File: src/rtl/seq_det_pkg.sv
// Shared types and reset defaults for the seq_det_ctrl pattern-detection controller.
package seq_det_pkg;

  typedef enum logic [1:0] {
    ST_IDLE = 2'b00,
    ST_RUN  = 2'b01,
    ST_DONE = 2'b10
  } state_t;

  localparam logic [15:0] DEF_PATTERN = 16'h000D;
  localparam int          DEF_LEN     = 4;
  localparam logic        DEF_OVERLAP = 1'b1;
  localparam int          DEF_TARGET  = 0;

endpackage

File: src/rtl/seq_det_matcher.sv
// History shift register, fill counter and length-masked pattern compare.
// hit is combinational on the incoming bit; the caller qualifies it with state and in_valid.
module seq_det_matcher
  import seq_det_pkg::*;
#(
  parameter int MAX_LEN = 8,
  parameter int LEN_W   = $clog2(MAX_LEN) + 1
) (
  input  logic               clk,
  input  logic               rst,
  input  logic               shift,
  input  logic               clear,
  input  logic               din,
  input  logic [MAX_LEN-1:0] pattern,
  input  logic [LEN_W-1:0]   len,
  output logic               hit
);

  logic [MAX_LEN-2:0] r_hist;
  logic [LEN_W-1:0]   r_fill;
  logic [MAX_LEN-1:0] w_window;
  logic [MAX_LEN-1:0] w_mask;

  assign w_window = {r_hist, din};
  // A shift by len == MAX_LEN empties the inverted field, giving an all-ones mask.
  assign w_mask   = ~({MAX_LEN{1'b1}} << len);
  assign hit      = (r_fill >= (len - LEN_W'(1'b1))) &&
                    ((w_window & w_mask) == (pattern & w_mask));

  // History and fill count; clear takes priority over a shift on the same edge.
  always_ff @(posedge clk) begin
    if (rst || clear) begin
      r_hist <= {(MAX_LEN-1){1'b0}};
      r_fill <= {LEN_W{1'b0}};
    end else if (shift) begin
      r_hist <= w_window[MAX_LEN-2:0];
      if (r_fill < len) begin
        r_fill <= r_fill + LEN_W'(1'b1);
      end else begin
        r_fill <= r_fill;
      end
    end else begin
      r_hist <= r_hist;
      r_fill <= r_fill;
    end
  end

endmodule

File: src/rtl/seq_det_ctrl.sv
// Programmable serial pattern-detection controller (IDLE/RUN/DONE) with match counter.
// Optional first-match index capture is enabled by defining SEQ_DET_FIRST_MATCH_IDX_EN.
module seq_det_ctrl
  import seq_det_pkg::*;
#(
  parameter int MAX_LEN = 8,
  parameter int CNT_W   = 8,
  parameter int LEN_W   = $clog2(MAX_LEN) + 1
) (
  input  logic               clk,
  input  logic               rst,
  input  logic               cfg_valid,
  output logic               cfg_ready,
  input  logic [MAX_LEN-1:0] cfg_pattern,
  input  logic [LEN_W-1:0]   cfg_len,
  input  logic               cfg_overlap,
  input  logic [CNT_W-1:0]   cfg_target,
  output logic               cfg_err,
  input  logic               start,
  input  logic               stop,
  input  logic               in_valid,
  input  logic               in,
  output logic               out,
  output logic               busy,
  output logic               done,
`ifdef SEQ_DET_FIRST_MATCH_IDX_EN
  output logic               first_vld,
  output logic [15:0]        first_idx,
`endif
  output logic [CNT_W-1:0]   match_cnt
);

  state_t             r_state;
  state_t             w_next;
  logic [MAX_LEN-1:0] r_pattern;
  logic [LEN_W-1:0]   r_len;
  logic               r_overlap;
  logic [CNT_W-1:0]   r_target;
  logic [CNT_W-1:0]   r_cnt;
  logic               r_cfg_err;

  logic               w_cfg_hs;
  logic               w_cfg_legal;
  logic               w_start_go;
  logic               w_run;
  logic               w_shift;
  logic               w_hit;
  logic               w_out;
  logic               w_clear;
  logic [CNT_W-1:0]   w_cnt_inc;
  logic               w_hit_target;

  assign w_cfg_hs     = cfg_valid && cfg_ready;
  assign w_cfg_legal  = (cfg_len >= LEN_W'(2)) && (cfg_len <= LEN_W'(MAX_LEN));
  // A pending config always beats start in the same cycle.
  assign w_start_go   = start && cfg_ready && !cfg_valid;
  assign w_run        = (r_state == ST_RUN);
  assign w_shift      = w_run && in_valid;
  assign w_out        = w_shift && w_hit;
  assign w_clear      = w_start_go || (w_out && !r_overlap);
  assign w_cnt_inc    = (&r_cnt) ? r_cnt : (r_cnt + CNT_W'(1'b1));
  assign w_hit_target = w_out && (r_target != {CNT_W{1'b0}}) && (w_cnt_inc == r_target);

  assign out       = w_out;
  assign cfg_err   = r_cfg_err;
  assign match_cnt = r_cnt;

  seq_det_matcher #(
    .MAX_LEN (MAX_LEN),
    .LEN_W   (LEN_W)
  ) u_matcher (
    .clk     (clk),
    .rst     (rst),
    .shift   (w_shift),
    .clear   (w_clear),
    .din     (in),
    .pattern (r_pattern),
    .len     (r_len),
    .hit     (w_hit)
  );

  // State register.
  always_ff @(posedge clk) begin
    if (rst) begin
      r_state <= ST_IDLE;
    end else begin
      r_state <= w_next;
    end
  end

  // Next-state logic; reaching the target wins over a simultaneous stop.
  always_comb begin
    w_next = r_state;
    case (r_state)
      ST_IDLE, ST_DONE: begin
        if (w_start_go) w_next = ST_RUN;
        else            w_next = r_state;
      end
      ST_RUN: begin
        if (w_hit_target) w_next = ST_DONE;
        else if (stop)    w_next = ST_IDLE;
        else              w_next = ST_RUN;
      end
      default: w_next = ST_IDLE;
    endcase
  end

  // State-decoded outputs.
  always_comb begin
    cfg_ready = 1'b0;
    busy      = 1'b0;
    done      = 1'b0;
    case (r_state)
      ST_IDLE: cfg_ready = 1'b1;
      ST_RUN:  busy      = 1'b1;
      ST_DONE: begin
        cfg_ready = 1'b1;
        done      = 1'b1;
      end
      default: begin
        cfg_ready = 1'b0;
        busy      = 1'b0;
        done      = 1'b0;
      end
    endcase
  end

  // Config registers and the one-cycle illegal-length error pulse.
  always_ff @(posedge clk) begin
    if (rst) begin
      r_pattern <= DEF_PATTERN[MAX_LEN-1:0];
      r_len     <= LEN_W'(DEF_LEN);
      r_overlap <= DEF_OVERLAP;
      r_target  <= CNT_W'(DEF_TARGET);
      r_cfg_err <= 1'b0;
    end else begin
      r_cfg_err <= w_cfg_hs && !w_cfg_legal;
      if (w_cfg_hs && w_cfg_legal) begin
        r_pattern <= cfg_pattern;
        r_len     <= cfg_len;
        r_overlap <= cfg_overlap;
        r_target  <= cfg_target;
      end else begin
        r_pattern <= r_pattern;
        r_len     <= r_len;
        r_overlap <= r_overlap;
        r_target  <= r_target;
      end
    end
  end

  // Saturating match counter, cleared when a run starts.
  always_ff @(posedge clk) begin
    if (rst || w_start_go) begin
      r_cnt <= {CNT_W{1'b0}};
    end else if (w_out) begin
      r_cnt <= w_cnt_inc;
    end else begin
      r_cnt <= r_cnt;
    end
  end

`ifdef SEQ_DET_FIRST_MATCH_IDX_EN
  logic [15:0] r_bit_idx;
  logic [15:0] r_first_idx;
  logic        r_first_vld;

  assign first_vld = r_first_vld;
  assign first_idx = r_first_idx;

  // Index of valid bits within the run and capture of the first matching one.
  always_ff @(posedge clk) begin
    if (rst || w_start_go) begin
      r_bit_idx   <= 16'h0000;
      r_first_idx <= 16'h0000;
      r_first_vld <= 1'b0;
    end else begin
      if (w_out && !r_first_vld) begin
        r_first_vld <= 1'b1;
        r_first_idx <= r_bit_idx;
      end else begin
        r_first_vld <= r_first_vld;
        r_first_idx <= r_first_idx;
      end
      if (w_shift && (r_bit_idx != 16'hFFFF)) begin
        r_bit_idx <= r_bit_idx + 16'h0001;
      end else begin
        r_bit_idx <= r_bit_idx;
      end
    end
  end
`endif

endmodule

File: config.mk
export PLATFORM = sky130hd
export DESIGN_NAME = seq_det_ctrl
export DESIGN_NICKNAME = d
export VERILOG_FILES = /design/src/rtl/seq_det_pkg.sv /design/src/rtl/seq_det_matcher.sv /design/src/rtl/seq_det_ctrl.sv
export SDC_FILE = /design/constraint.sdc
export NUM_CORES = 1
export LEC_CHECK = 0
export BUFFER_PORTS_ARGS = -buffer_cell sky130_fd_sc_hd__buf_4
export CAP_MARGIN = 20
export CORE_MARGIN = 2
export CORE_UTILIZATION = 35
export DETAILED_ROUTE_END_ITERATION = 7
export SYNTH_ARGS = -nofsm -noshare
export SYNTH_HDL_FRONTEND = slang
export SYNTH_HIERARCHICAL = 1
export SYNTH_SLANG_ARGS = --single-unit
File: constraint.sdc
create_clock -name clk -period 3 [get_ports clk]
set_input_delay 0.3 -clock clk [delete_from_list [all_inputs] [get_ports clk]]
set_output_delay 0.3 -clock clk [all_outputs]
set_load 0.005 [all_outputs]
==> run metrics <==
crit-path max FO=7; ys flop type=dfxtp_1; antenna-violating nets left=0; layout cells sized above 1=between 20% and 30%; Synth cell types=between 50 and 60; RSZ-0062 raised after global routing=false; setup_tns=0 ns; Max VDD drop=between 0.0001 and 0.00015 V; CP Launch Point=r_len[2]; DR vias/cell=5.24; Post-Synth Adder-Cell Area=roughly 7.2%; largest net degree at the start of global routing=28; Final Critical Period=~2.7 ns; Nets=~380; Fin. Hold Viols=0; fin worst setup slack=between 0.2 and 0.3 ns; Initial Util=36.0%; Yosys top cell by area=dfxtp_1; I/O Pins=approximately 40; synthesized net count=~340; Num CTS Buffers=5; DR iter-0 viols=around 130; core area=about 6800 µm²; DP HPWL=between 4000 and 5000 µm; clk_skew=between 0.005 and 0.006 ns; n_diodes=0; area delta synth->final=20.5%; # rows=30; number of port buffers=40; Rel. slew slack=between 60 and 70%; worst-margin pin slew=0.454 ns; Routed wire per std cell=approximately 14 µm; CP Class=flip-flop to flip-flop; clock root cell=clkbuf_8; PwrDens=388 nW/µm²; clk slew on worst S/H paths=0.09 ns; most common cell after layout, fill and taps aside=nand2_1; die width=between 80 and 90 µm; leakage power=approximately 1.1 nW; Final setup viols=0; EDFF count, synth=0; CTS tree=yes; Residual DRC=0; RR Startpoint=r_len[2]; Syn. warnings=6; initial antenna violation count=0; vias in the first global route=approximately 2000; WP data required=3.24 ns; Synth Area in Compound Gates=between 10% and 20%; H-Tree Depth=2; xor and xnor fraction of the mapped netlist area=approximately 5.4%; worst hold path class=input port to flip-flop; die area=around 7600 µm²; CP Launch Type=flip-flop; setup slack, reg-to-reg=0.25 ns; Max-cap violations=0; simple-gate area share of the yosys netlist=26.2%; first-pass GRT wire length=slightly below 10000 µm; top area cells in the synthesized netlist=dfxtp_1, nand2_1, ha_1; post-synthesis sequential area ratio=~35%; share of the synthesized area in the top cell type=a little over a third; CTS Buffer Depth=2; post-synthesis cell count=roughly 300; gpl congestion=a little under 0.9; drt pass-1 iters=4; largest family of logic cells by synthesized area=simple AND/OR/NAND/NOR gates; CP Capture Type=flip-flop; commonest cells after routing, fill and taps aside=nand2_1, buf_4, dfxtp_1; outcome=finished clean; worst-skew pair later-pin latency=approximately 0.30 ns; Slew Viols, Final=0; post-synthesis mux area share=slightly below 3%; die height=between 80 and 90 µm; Syn Area/Cell=~8.1 µm²; asr flop ratio synth=0%; routed wire length=roughly 5800 µm; DP Worst Slack=~0.15 ns; GRT Total Usage=around 16%; Fmax=between 300 and 400 MHz; Synth Register Bits=43; Hold Path Origin=cfg_pattern[2]; period utilisation layout=91.6%; Syn Std Cell Area=around 2400 µm²; Worst EP arrival=between 2 and 3 ns; total clock sinks=43; vias=approximately 2200; GRT overflow=0
## synth_stat cells, types with 2 or more instances
cell type	n
o21ai_0	14
clkbuf_1	7
nor3_1	8
o311ai_0	2
a31oi_1	3
nand2b_1	7
o221a_2	2
ha_1	14
o221ai_1	2
nand2_1	51
or3_1	2
nor4_1	2
dfxtp_1	43
inv_1	9
xor2_1	4
a21oi_1	29
mux2i_1	7
nor2_1	17
nand3_1	9
nor2b_1	4
o31ai_1	3
or4_1	3
and2_2	2
o21bai_1	3
buf_4	2
xnor2_1	11
and3_1	4
nand3b_1	5
buf_2	5
## cell families after synthesis
kind of cell               count (synthesis)
and+or+nand+nor                          126
AOI/OAI and AO/OA                         72
DFF                                       43
buffers and inverters                     24
xor gates and xnor gates                  15
adders and majority gates                 14
muxes                                      7
## final timing paths
check | cells past startpoint | endpoint
min | 3 | r_pattern[2]
min reg2reg | 2 | r_pattern[1]
max reg2reg | 11 | r_state[1]
max | 11 | r_state[1]
## registers in the layout (all words and copies together) (netlist names), 2 cells and up
| register | cells |
|---|---|
| r_len | 4 |
| r_pattern | 8 |
| u_matcher/r_hist | 7 |
| u_matcher/r_fill | 4 |
| match_cnt | 8 |
| r_target | 8 |
| r_state | 2 |
## critical path, stage by stage, from the launching register on
cell	delay, ns
dfxtp_1	0.48
inv_1	0.11
ha_1	0.32
ha_1	0.28
o21ai_0	0.08
o21bai_1	0.13
nor4bb_2	0.21
nand3_1	0.14
a21oi_2	0.14
o2111ai_2	0.14
or4_1	0.53
a21oi_1	0.14
## repair_timing
| item | in CTS | in global routing |
|---|---|---|
| setup endpoints to repair | 0 | 17 |
| hold buffers | 0 | 0 |
| resized for setup | 0 | 9 |
| buffers inserted | 0 | 3 |
## where the power goes
group,internal [W],switching (W),total (W),leakage (nW)
Combinational,0.0000757,0.0000782,0.000154,0.753
Sequential,0.000587,0.0000179,0.000605,0.351
Clock,0.000162,0.000215,0.000377,0.0402
## metal layers
| layer | share of wire [%] | vias to the layer above | global-route usage, % |
|---|---|---|---|
| li1 | - | 1141 | - |
| met1 | 51 | 995 | 23.1 |
| met2 | 42 | 62 | 23.4 |
| met3 | 4.8 | 7 | 3.03 |
| met4 | 1.2 | 0 | 4.62 |
| met5 | 0 | - | 0 |
## stage by stage
step	area, µm²	util (%)	hold slack [ns]	total power, W	instances
3_3_place_gp	2790	41.3	0.465	0.000765	410
5_1_grt	2930	43.4	0.213	0.00119	421
3_5_place_dp	2790	41.3	0.469	0.000766	410
4_1_cts	2880	42.6	0.205	0.00115	418
2_1_floorplan	2430	-	0.424	0.000706	301
6_report	2930	43.4	0.210	0.00114	421
## final cells by class
class                           count  area, µm²
Clock inverter                      3       20.0
Clock buffer                        5       68.8
Inverter                            9       33.8
Fill cell                         697       3830
Timing Repair Buffer               47        353
Sequential cell                    43        868
Multi-Input combinational cell    234       1490
Tap cell                           80        100
Power figures use the tool's default switching activity.
